--- src/rtl/clk_div_pkg.sv ---
// Shared types and helpers for the programmable clock divider.
// Optional duty-cycle control is enabled by defining CLK_DIV_DUTY_EN.
package clk_div_pkg;

  typedef enum logic [1:0] {
    IDLE,
    RUN,
    DRAIN
  } state_e;

  localparam int unsigned MIN_DIV = 2;

  function automatic int unsigned clamp_div(input int unsigned d);
    return (d < MIN_DIV) ? MIN_DIV : d;
  endfunction

  // High time must leave at least one low cycle in a period of n.
  function automatic int unsigned clamp_duty(input int unsigned duty, input int unsigned n);
    if (duty < 1) return 1;
    if (duty > n - 1) return n - 1;
    return duty;
  endfunction

endpackage

--- src/rtl/clk_div_cfg_hold.sv ---
// Divisor staging: one-deep pending register behind a valid/ready port,
// committed to the active divisor when apply_i is high. CLK_DIV_DUTY_EN adds duty.
module clk_div_cfg_hold
  import clk_div_pkg::*;
#(
  parameter int unsigned CNT_W       = 8,
  parameter int unsigned DEFAULT_DIV = 16
) (
  input  logic             clk,
  input  logic             rst_n,
  input  logic             apply_i,
  input  logic             div_valid_i,
  input  logic [CNT_W-1:0] div_i,
`ifdef CLK_DIV_DUTY_EN
  input  logic [CNT_W-1:0] duty_i,
  output logic [CNT_W-1:0] cur_duty_o,
`endif
  output logic             div_ready_o,
  output logic [CNT_W-1:0] cur_div_o
);

  logic             pend_full_q, pend_full_d;
  logic [CNT_W-1:0] pend_div_q, pend_div_d;
  logic [CNT_W-1:0] cur_div_q, cur_div_d;
  logic             xfer;
`ifdef CLK_DIV_DUTY_EN
  logic [CNT_W-1:0] pend_duty_q, pend_duty_d;
  logic [CNT_W-1:0] cur_duty_q, cur_duty_d;
`endif

  assign xfer        = div_valid_i && !pend_full_q;
  assign div_ready_o = !pend_full_q;
  assign cur_div_o   = cur_div_q;

  // A transfer only happens into an empty slot, so it can never be consumed
  // by an apply on the same edge; it waits for the next strobe.
  always_comb begin
    pend_full_d = pend_full_q;
    pend_div_d  = pend_div_q;
    cur_div_d   = cur_div_q;
`ifdef CLK_DIV_DUTY_EN
    pend_duty_d = pend_duty_q;
    cur_duty_d  = cur_duty_q;
`endif
    if (apply_i && pend_full_q) begin
      cur_div_d   = pend_div_q;
`ifdef CLK_DIV_DUTY_EN
      cur_duty_d  = pend_duty_q;
`endif
      pend_full_d = 1'b0;
    end
    if (xfer) begin
      pend_div_d  = CNT_W'(clamp_div(32'(div_i)));
`ifdef CLK_DIV_DUTY_EN
      pend_duty_d = CNT_W'(clamp_duty(32'(duty_i), clamp_div(32'(div_i))));
`endif
      pend_full_d = 1'b1;
    end
  end

  always_ff @(posedge clk or negedge rst_n) begin
    if (!rst_n) begin
      pend_full_q <= 1'b0;
      pend_div_q  <= '0;
      cur_div_q   <= CNT_W'(DEFAULT_DIV);
`ifdef CLK_DIV_DUTY_EN
      pend_duty_q <= '0;
      cur_duty_q  <= CNT_W'(DEFAULT_DIV / 2);
`endif
    end else begin
      pend_full_q <= pend_full_d;
      pend_div_q  <= pend_div_d;
      cur_div_q   <= cur_div_d;
`ifdef CLK_DIV_DUTY_EN
      pend_duty_q <= pend_duty_d;
      cur_duty_q  <= cur_duty_d;
`endif
    end
  end

`ifdef CLK_DIV_DUTY_EN
  assign cur_duty_o = cur_duty_q;
`endif

endmodule

--- src/rtl/clk_div_prog.sv ---
// Runtime-programmable integer clock divider with glitch-free start/stop.
// Define CLK_DIV_DUTY_EN to add programmable high time (duty_in/cur_duty).
module clk_div_prog
  import clk_div_pkg::*;
#(
  parameter int unsigned CNT_W       = 8,
  parameter int unsigned DEFAULT_DIV = 16
) (
  input  logic             clk,
  input  logic             rst_n,
  input  logic             en,
  input  logic [CNT_W-1:0] div_in,
  input  logic             div_valid,
  output logic             div_ready,
  output logic [CNT_W-1:0] cur_div,
`ifdef CLK_DIV_DUTY_EN
  input  logic [CNT_W-1:0] duty_in,
  output logic [CNT_W-1:0] cur_duty,
`endif
  output logic             clk_out,
  output logic             tick,
  output logic             running
);

  state_e           state_q, state_d;
  logic [CNT_W-1:0] cnt_q, cnt_d, cnt_nx, h;
  logic             clk_out_q, clk_out_d;
  logic             last, apply;

  clk_div_cfg_hold #(
    .CNT_W      (CNT_W),
    .DEFAULT_DIV(DEFAULT_DIV)
  ) u_cfg (
    .clk        (clk),
    .rst_n      (rst_n),
    .apply_i    (apply),
    .div_valid_i(div_valid),
    .div_i      (div_in),
`ifdef CLK_DIV_DUTY_EN
    .duty_i     (duty_in),
    .cur_duty_o (cur_duty),
`endif
    .div_ready_o(div_ready),
    .cur_div_o  (cur_div)
  );

`ifdef CLK_DIV_DUTY_EN
  assign h = cur_duty;
`else
  assign h = cur_div - (cur_div >> 1);
`endif

  assign last    = (cnt_q == cur_div - CNT_W'(1));
  assign cnt_nx  = last ? '0 : cnt_q + CNT_W'(1);
  assign running = (state_q != IDLE);
  assign tick    = running && last;
  assign clk_out = clk_out_q;

  // At a wrap cnt_nx is 0 and h >= 1, so the first cycle of a period is high
  // no matter which divisor takes effect on that edge.
  always_comb begin
    state_d   = state_q;
    cnt_d     = cnt_q;
    clk_out_d = clk_out_q;
    apply     = 1'b0;
    case (state_q)
      IDLE: begin
        apply     = 1'b1;
        cnt_d     = '0;
        clk_out_d = 1'b0;
        if (en) begin
          state_d   = RUN;
          clk_out_d = 1'b1;
        end
      end
      RUN, DRAIN: begin
        apply     = last;
        cnt_d     = cnt_nx;
        clk_out_d = (cnt_nx < h);
        if (en) begin
          state_d = RUN;
        end else if (last) begin
          state_d   = IDLE;
          cnt_d     = '0;
          clk_out_d = 1'b0;
        end else begin
          state_d = DRAIN;
        end
      end
      default: state_d = IDLE;
    endcase
  end

  always_ff @(posedge clk or negedge rst_n) begin
    if (!rst_n) begin
      state_q   <= IDLE;
      cnt_q     <= '0;
      clk_out_q <= 1'b0;
    end else begin
      state_q   <= state_d;
      cnt_q     <= cnt_d;
      clk_out_q <= clk_out_d;
    end
  end

endmodule
--- config.mk ---
export PLATFORM = sky130hd
export DESIGN_NAME = clk_div_prog
export DESIGN_NICKNAME = d
export VERILOG_FILES = /design/src/rtl/clk_div_pkg.sv /design/src/rtl/clk_div_cfg_hold.sv /design/src/rtl/clk_div_prog.sv
export SDC_FILE = /design/constraint.sdc
export NUM_CORES = 1
export LEC_CHECK = 0
export CAP_MARGIN = 20
export CORE_ASPECT_RATIO = 1.4
export CORE_MARGIN = 1.5
export CORE_UTILIZATION = 61
export DETAILED_ROUTE_END_ITERATION = 10
export GPL_ROUTABILITY_DRIVEN = 0
export HOLD_SLACK_MARGIN = 0.15
export PLACE_DENSITY = 0.9
export SYNTH_ARGS = -nofsm -noshare
export SYNTH_HDL_FRONTEND = slang
export SYNTH_SLANG_ARGS = --single-unit
--- constraint.sdc ---
create_clock -name clk -period 5.7 [get_ports clk]
set_input_delay 1.71 -clock clk [delete_from_list [all_inputs] [get_ports clk]]
set_output_delay 1.71 -clock clk [all_outputs]
set_load 0.02 [all_outputs]
==> results.toml, run 1 <==
[outcome]
status = "completed"

[timing]
fmax_mhz = 233
max_slew.worst_pin.slew_ns = 0.886
hold_viol_final = 0
rsz0062_at_grt = "false"
slew_violations = 0
maxSlewHeadroom_pct = 40.6
setup_viol = 0
min_period_ns = 4.29
fin_crit_sh_pct = 75.3
fin_ws_ns = 1.41
finalSetupTns_ns = 0
fin_worst_skew_ns = 0.00635

[clocking]
clk_latency_ns = 0.28
cts_tree = "yes"
ctsHoldBuffers = 0
clk_pin_slew_ns = 0.10
cts-root-buf = "clkbuf_8"
cts_setup_buffers = 0
clockBufferDepth = 2
ctsResizeCount = 0
cts_buffers = 3
cts_sinks = 28
htreeDepth = 1

[final_layout]
syn_to_final_growth_pct = 14.7
n_antenna_cell = 0
nets = 282
multi_input_area_sq_um = 1320
drive_gt1_share_pct = 10.3
stdcell_area_sq_um = 2460
fin_cells = 283
nFillCells = 235
seq_area_sq_um = 702

[worst_setup_path]
cp_max_fo = 5
worstSetupPathType = "flip-flop to output port"
reg2reg_from = "u_cfg.cur_div_o[2]$_DFFE_PN0P_"
slowest_delay_ns = 0.66
crit_path_start_kind = "flip-flop"
reg2reg_depth = 14
required_ns = 3.99
critPathBufInv = 2
worst_ep_arrival_time_ns = 2.58
crit_chain = "inv_1, ha_1, a21bo_2, a21oi_1, o2111ai_1, nor4_1, clkdlybuf4s50_1"
regToRegSetupSlack_ns = 2.09
endpoint_kind = "output port"
r2r_end = "clk_out$_DFFE_PN0P_"
cp_top_family = "buffers and inverters"
cpMaxStageDelayCell = "clkdlybuf4s50_1"

[pwr]
p_sw_share_pct = 44.5
p_clk_share_pct = 10.2
p_per_area_nw_per_um2 = 638
p_int_uw = 870
sequentialPowerShare_pct = 23.4
peakVddDrop_v = 0.000466
p_leak_nw = 1.16
pwr-share-comb_pct = 66.4
fin_total_pwr_mw = 1.57
switching_power_uw = 699

[floorplan]
start_util_pct = 63.5
die_area_sq_um = 3890
num_rows = 25
io_pins = 24
die_w_microns = 53.1
dieHeight_microns = 73.2
fp.coreArea_sq_um = 3380

[yosys]
synth.largest_area_cell = "dfrtp_1"
synth-main-ff-cell = "dfrtp_1"
async_reset_ff_share_pct = 100
syn_avg_cell_area_sq_um = 9.66
synth_nets = 260
ys_ff_latch = 28
yosys-top-cells-count = "dfrtp_1, ha_1, nor2_1, inv_1, xnor2_1"
netlist_area_sq_um = 2140
yosys_warnings = 0
synth_most_common_cell = "dfrtp_1"
netlist_instances = 222
synth_area_leaders = "dfrtp_1, ha_1, xnor2_1, mux2_4, nor2_1"
post-synth-top-area-fraction_pct = 31.5
yosysUniqueCellTypes = 43
synth.yosys.seq_area_share_pct = 32.7
synth_edf_count = 0

[grt]
grt_start_max_net_pins = 29
grt_pass1_wl_microns = 7530
busiest_layer = "met2"
overflow = 0
met3_usage_pct = 3.48
use_met1_pct = 32.3
met2_usage_pct = 46.1
antenna_found_initial = 0
grt_usage_pct = 26.5
grt_pass1_vias = 1696

[placement]
place_ws_ns = 1.72
hpwl_microns = 3360
dp_cells = 279
port-buffer-count = 23
placed_area_sq_um = 2390

[routing]
avgRoutedWirePerCell_microns = 15.5
drcViolationCount = 0
drtIter0Drc = 61
first_pass_iters = 5
wl_microns = 4390
vias = 1639
drtAntennaViolNets = 0
via_per_inst = 5.79

[min_path]
hold_start = "u_cfg.pend_div_q[3]$_DFFE_PN0P_"
whs_endpoint = "u_cfg.cur_div_o[3]$_DFFE_PN0P_"
worst_hold_path.num_cells = 1
hold_path.class = "flip-flop to flip-flop"

[job]
cap_violations = 0
## sequential cells by signal (all words and copies together), names as in the netlist
name,cells
u_cfg.cur_div_o,8
u_cfg.pend_full_q,1
u_cfg.pend_div_q,8
cnt_q,8
clk_out,1
state_q,2
## cell type report
| class | instances | share of cell area [%] |
|---|---|---|
| clock inverters | 1 | 1.22 |
| inverters | 20 | 3.05 |
| clock buffers | 3 | 1.68 |
| flip-flops and latches | 28 | 28.5 |
| repair buffers | 24 | 9.66 |
| well taps | 40 | 2.03 |
| multi-input cells | 167 | 53.8 |
## kinds of logic (layout without fill, tap and decap cells)
group	count (synthesis)	in the layout	synth area share, %
DFF	28	28	32.7
muxes	17	17	9.92
AOI/OAI and AO/OA	39	39	12.5
buffers and inverters	27	48	5.54
adders and majority gates	26	26	15.5
xor gates and xnor gates	23	23	9.39
and+or+nand+nor	62	62	14.4
## power by group through the flow
stage | logic [mW] | registers [mW] | clock network [mW]
after global placement | 0.993 | 0.368 | 0
after floorplan | 0.742 | 0.389 | 0
final | 1.04 | 0.367 | 0.160
after global routing | 1.15 | 0.381 | 0.168
after detailed placement | 1.02 | 0.373 | 0
after CTS | 1.05 | 0.369 | 0.160
## placed cells by master, fill, tap and decap left out, types with 2 or more instances in the layout
cell type and count:
dfrtp_1 27, ha_1 25, clkdlybuf4s50_1 23, nor2_1 21
inv_1 20, xnor2_1 14, nand2_1 12, a21oi_1 11
xor2_1 9, o21ai_0 8, nor3_1 7, mux2_4 7
nand2b_1 6, mux2_2 6, nand3_1 5, mux2i_1 4
and3_1 3, nor2b_1 3, a22o_1 3, clkbuf_8 3
nor4_1 2, o31ai_1 2, a21o_1 2
## through the flow
| stage | hold WS (ns) | util (%) |
|---|---|---|
| final | 0.511 | 72.8 |
| after floorplan | 0.473 | - |
| after CTS | 0.515 | 72.8 |
| after global routing | 0.533 | 72.8 |
| after detailed placement | 0.492 | 70.7 |
| after global placement | 0.482 | 70.7 |
## worst max path at each step
stage / from / end / slack (ns) / cells after the start
floorplan: u_cfg.cur_div_o[2]$_DFFE_PN0P_ / tick / 1.95 / 6
global placement: u_cfg.cur_div_o[2]$_DFFE_PN0P_ / tick / 1.80 / 7
detailed placement: u_cfg.cur_div_o[2]$_DFFE_PN0P_ / tick / 1.72 / 7
CTS: u_cfg.cur_div_o[2]$_DFFE_PN0P_ / tick / 1.40 / 7
global route: u_cfg.cur_div_o[2]$_DFFE_PN0P_ / tick / 1.20 / 7
finish: u_cfg.cur_div_o[2]$_DFFE_PN0P_ / tick / 1.41 / 7
## metal layers
| metal | share of wire (%) | routed length [microns] |
|---|---|---|
| met1 | 40 | 1780 |
| met5 | 0 | 0 |
| met3 | 3.8 | 166 |
| met4 | 1.5 | 65 |
| met2 | 54 | 2380 |
No activity file was read; power rests on OpenSTA's default activity.
==> run 2, diff against run 1 <==
CORE_UTILIZATION = 51   (was 61)
PLACE_DENSITY = 0.8   (was 0.9)
clock period = 3.7 ns   (was 5.7 ns; I/O delays follow)
==> results.toml, run 2 (synthesis results as in run 1) <==
[outcome]
status = "completed"

[clocking]
cts_sinks = 28
cts_tree = "yes"
clk_pin_slew_ns = 0.10
ctsHoldBuffers = 0
htreeDepth = 1
cts_buffers = 3
clk_latency_ns = 0.28
clockBufferDepth = 2
cts-root-buf = "clkbuf_8"

[final_layout]
n_antenna_cell = 0
final_common_cell = "dfrtp_1"
drive_gt1_share_pct = 10.7
stdcell_area_sq_um = 2470
nets = 283
mostFrequentLayoutCells = "dfrtp_1, ha_1, clkdlybuf4s50_1"
syn_to_final_growth_pct = 15.3

[routing]
drcViolationCount = 0
first_pass_iters = 4
vias = 1586
via_per_inst = 5.53
avgRoutedWirePerCell_microns = 15.0
drtIter0Drc = 45
drtAntennaViolNets = 0
wl_microns = 4320

[worst_setup_path]
reg2reg_depth = 15
cp_max_fo = 5
endpoint_kind = "output port"
required_ns = 2.59
regToRegSetupSlack_ns = 0.52
cp-endpoint = "tick"
worst_ep_arrival_time_ns = 2.12
crit_start = "u_cfg.cur_div_o[1]$_DFFE_PN0P_"
r2r_end = "clk_out$_DFFE_PN0P_"
worstSetupPathType = "flip-flop to output port"
reg2reg_from = "u_cfg.cur_div_o[1]$_DFFE_PN0P_"
crit_path_start_kind = "flip-flop"

[placement]
placed_area_sq_um = 2400
hpwl_microns = 3350
port-buffer-count = 23
place_ws_ns = 0.384

[floorplan]
num_rows = 27
die_w_microns = 57.8
die_area_sq_um = 4610
start_util_pct = 53.8
io_pins = 24
dieHeight_microns = 79.7
fp.coreArea_sq_um = 3990

[timing]
whs_ns = 0.516
slew_violations = 0
maxSlewHeadroom_pct = 58.1
finalSetupTns_ns = 0
fin_ws_ns = 0.469
fin_crit_sh_pct = 87.3
max_slew.worst_pin.slew_ns = 0.629
fin_worst_skew_ns = 0.00370
fmax_mhz = 309
hold_viol_final = 0
rsz0062_at_grt = "false"
min_period_ns = 3.23
setup_viol = 0

[grt]
overflow = 0
antenna_found_initial = 0
grt_pass1_vias = 1628
grt_usage_pct = 20.4
grt_pass1_wl_microns = 7320
grt_start_max_net_pins = 29

[pwr]
p_leak_nw = 1.18
peakVddDrop_v = 0.000552
p_per_area_nw_per_um2 = 965

[min_path]
hold_path.class = "flip-flop to flip-flop"

[job]
cap_violations = 0
==> run 2: layout make-up <==
| type | count | area, sq um |
|---|---|---|
| clock buffers | 3 | 41.3 |
| clock inverters | 1 | 30.0 |
| fillers | 337 | 1510 |
| inverters | 20 | 75.1 |
| multi-input cells | 167 | 1320 |
| flip-flops and latches | 28 | 702 |
| well taps | 43 | 53.8 |
| repair buffers | 25 | 248 |
==> run 2: critical path, stage by stage, from the launching register on <==
cell and delay (ns):
dfrtp_1 0.47, inv_1 0.12, ha_1 0.27, nor2b_1 0.16
xnor2_1 0.20, o2111ai_1 0.19, nor4_1 0.18, dlymetal6s2s_1 0.26
==> run 2: what timing repair did <==
| action | in CTS | in global routing |
|---|---|---|
| gates resized for setup | 0 | 1 |
| setup buffers | 0 | 0 |
| endpoints found under the setup margin | 0 | 1 |
==> run 2: worst min path at each step <==
stage | start | to | slack, ns | cells after the start
final | u_cfg.pend_div_q[3]$_DFFE_PN0P_ | u_cfg.cur_div_o[3]$_DFFE_PN0P_ | 0.52 | 1
after global routing | u_cfg.pend_div_q[3]$_DFFE_PN0P_ | u_cfg.cur_div_o[3]$_DFFE_PN0P_ | 0.53 | 1
after CTS | u_cfg.pend_div_q[3]$_DFFE_PN0P_ | u_cfg.cur_div_o[3]$_DFFE_PN0P_ | 0.52 | 1
after detailed placement | u_cfg.pend_div_q[3]$_DFFE_PN0P_ | u_cfg.cur_div_o[3]$_DFFE_PN0P_ | 0.49 | 1
after global placement | u_cfg.pend_div_q[7]$_DFFE_PN0P_ | u_cfg.cur_div_o[7]$_DFFE_PN0P_ | 0.49 | 1
after floorplan | u_cfg.pend_div_q[0]$_DFFE_PN0P_ | u_cfg.pend_div_q[0]$_DFFE_PN0P_ | 0.47 | 1
==> run 2: layer usage <==
metal / routed length, microns / vias to the layer above / track usage, %
met5: 0 / - / 0
met4: 68 / 0 / 7.44
met3: 146 / 9 / 2.92
met2: 2210 / 28 / 36.1
met1: 1890 / 746 / 24.7
li1: - / 803 / -
==> run 2: where the power goes <==
group          leakage (nW)  switching, mW  internal, mW  total, mW
Combinational         0.802          0.818         0.756       1.57
Clock                0.0357         0.0988         0.145      0.244
Sequential            0.344          0.135         0.434      0.569
==> run 2: stage by stage <==
step | util, % | instances | power (mW)
floorplan | - | 222 | 1.74
global placement | 60.2 | 283 | 2.11
detailed placement | 60.2 | 283 | 2.14
CTS | 62.0 | 287 | 2.41
global route | 62.1 | 287 | 2.60
finish | 62.1 | 287 | 2.39
==> run 3, diff against run 2 <==
CAP_MARGIN = 10   (was 20)
CORE_UTILIZATION = 30   (was 51)
PLACE_DENSITY = 0.54   (was 0.8)
TNS_END_PERCENT = 1   (was not set)
==> results.toml, run 3 (synthesis results as in run 1) <==
[outcome]
status = "completed"

[pwr]
p_per_area_nw_per_um2 = 918
p_leak_nw = 1.17
fin_total_pwr_mw = 2.33
peakVddDrop_v = 0.000383

[worst_setup_path]
required_ns = 2.59
worst_ep_arrival_time_ns = 2.37
reg2reg_depth = 14
cp_max_fo = 5
cpMaxStageDelayCell = "dfrtp_1"
worstSetupPathType = "flip-flop to output port"
crit_path_start_kind = "flip-flop"
endpoint_kind = "output port"
crit_chain = "inv_1, ha_1, a21bo_2, a21oi_1, o2111ai_1, nor4_1, dlygate4sd2_1"
slowest_delay_ns = 0.45

[clocking]
htreeDepth = 1
clk_pin_slew_ns = 0.10
cts-root-buf = "clkbuf_8"
cts_setup_buffers = 0
cts_sinks = 28
clockBufferDepth = 2
clk_latency_ns = 0.28
cts_buffers = 3
cts_tree = "yes"

[timing]
hold_viol_final = 0
maxSlewHeadroom_pct = 52.5
slew_violations = 0
fin_worst_skew_ns = 0.00392
fin_crit_sh_pct = 94.0
fmax_mhz = 288
rsz0062_at_grt = "false"
setup_viol = 0
whs_ns = 0.515
finalSetupTns_ns = 0
min_period_ns = 3.48
max_slew.worst_pin.slew_ns = 0.712
fin_ws_ns = 0.223

[routing]
wl_microns = 4470
drcViolationCount = 0
drtAntennaViolNets = 0
drtIter0Drc = 58
avgRoutedWirePerCell_microns = 13.1
vias = 1581
first_pass_iters = 4
via_per_inst = 4.65

[job]
cap_violations = 0

[final_layout]
nets = 284
drive_gt1_share_pct = 11.0
nFillCells = 733
final_common_cell = "dfrtp_1"
syn_to_final_growth_pct = 18.1
n_antenna_cell = 0
mostFrequentLayoutCells = "dfrtp_1, ha_1, clkdlybuf4s50_1"
finish.utilization_pct = 36.5

[floorplan]
die_w_microns = 74.5
dieHeight_microns = 103
die_area_sq_um = 7670
fp.coreArea_sq_um = 6940
io_pins = 24
num_rows = 36
start_util_pct = 30.9

[placement]
place_ws_ns = 0.292
port-buffer-count = 23
hpwl_microns = 3660

[grt]
grt_pass1_wl_microns = 7760
grt_pass1_vias = 1702
antenna_found_initial = 0
grt_usage_pct = 13.2
overflow = 0
grt_start_max_net_pins = 29

[min_path]
worst_hold_path.num_cells = 1
hold_path.class = "flip-flop to flip-flop"
run 3: changes by cell type in the layout (fill, tap and decap cells not counted), sizes merged:
cell,previous run,this run
dlygate4sd2,0,1
bufinv,1,0
dlymetal6s2s,1,0
buf,2,3
clkbuf,3,4
run 3: layer usage:
metal | GRT usage [%] | share of wire (%) | up-vias
met4 | 4.62 | 2.1 | 0
li1 | - | - | 798
met2 | 25.3 | 54 | 21
met1 | 14.2 | 41 | 754
met5 | 0 | 0 | -
met3 | 2.05 | 2.6 | 8
run 3: critical path, delay by kind of cell, from the launching register on:
kind / cells / cell delay [ns]
compound gates: 3 / 0.59
buf+inv: 2 / 0.53
flops: 1 / 0.45
simple gates: 1 / 0.30
fa+ha+maj: 1 / 0.25
run 3: final timing paths:
kind                                                         to                             from  slack, ns
min in group asynchronous       u_cfg.pend_div_q[6]$_DFFE_PN0P_                            rst_n       1.20
worst max-delay path                                       tick   u_cfg.cur_div_o[2]$_DFFE_PN0P_       0.22
worst min register to register   u_cfg.cur_div_o[5]$_DFFE_PN0P_  u_cfg.pend_div_q[5]$_DFFE_PN0P_       0.52
max in group asynchronous        u_cfg.cur_div_o[4]$_DFFE_PN1P_                            rst_n       2.19
worst max register to register              clk_out$_DFFE_PN0P_   u_cfg.cur_div_o[2]$_DFFE_PN0P_       0.34
worst min-delay path             u_cfg.cur_div_o[5]$_DFFE_PN0P_  u_cfg.pend_div_q[5]$_DFFE_PN0P_       0.52
run 3: area by class of cell:
class | count | area [sq um] | share of cell area (%)
timing repair buffer | 26 | 251 | 9.93
sequential | 28 | 702 | 27.7
tap | 95 | 119 | 4.69
multi-input combinational | 167 | 1330 | 52.5
clock buffer | 4 | 55.1 | 2.17
inverter | 20 | 75.1 | 2.96
run 3: what timing repair did:
action,in CTS,in global routing
gates cloned,0,0
endpoints found under the hold margin,0,0
endpoints found under the setup margin,1,1
gates resized for setup,1,1
hold buffers,0,0
run 3: where the power goes:
group,total [mW],switching [mW],internal [mW]
Sequential,0.558,0.125,0.434
Clock,0.198,0.103,0.0954
Combinational,1.57,0.816,0.753
Total,2.33,1.04,1.28
run 3: through the flow:
stage | instance area (sq um) | cells
2_1_floorplan | 2140 | 222
3_3_place_gp | 2470 | 336
3_5_place_dp | 2470 | 336
4_1_cts | 2530 | 340
5_1_grt | 2530 | 340
6_report | 2530 | 340
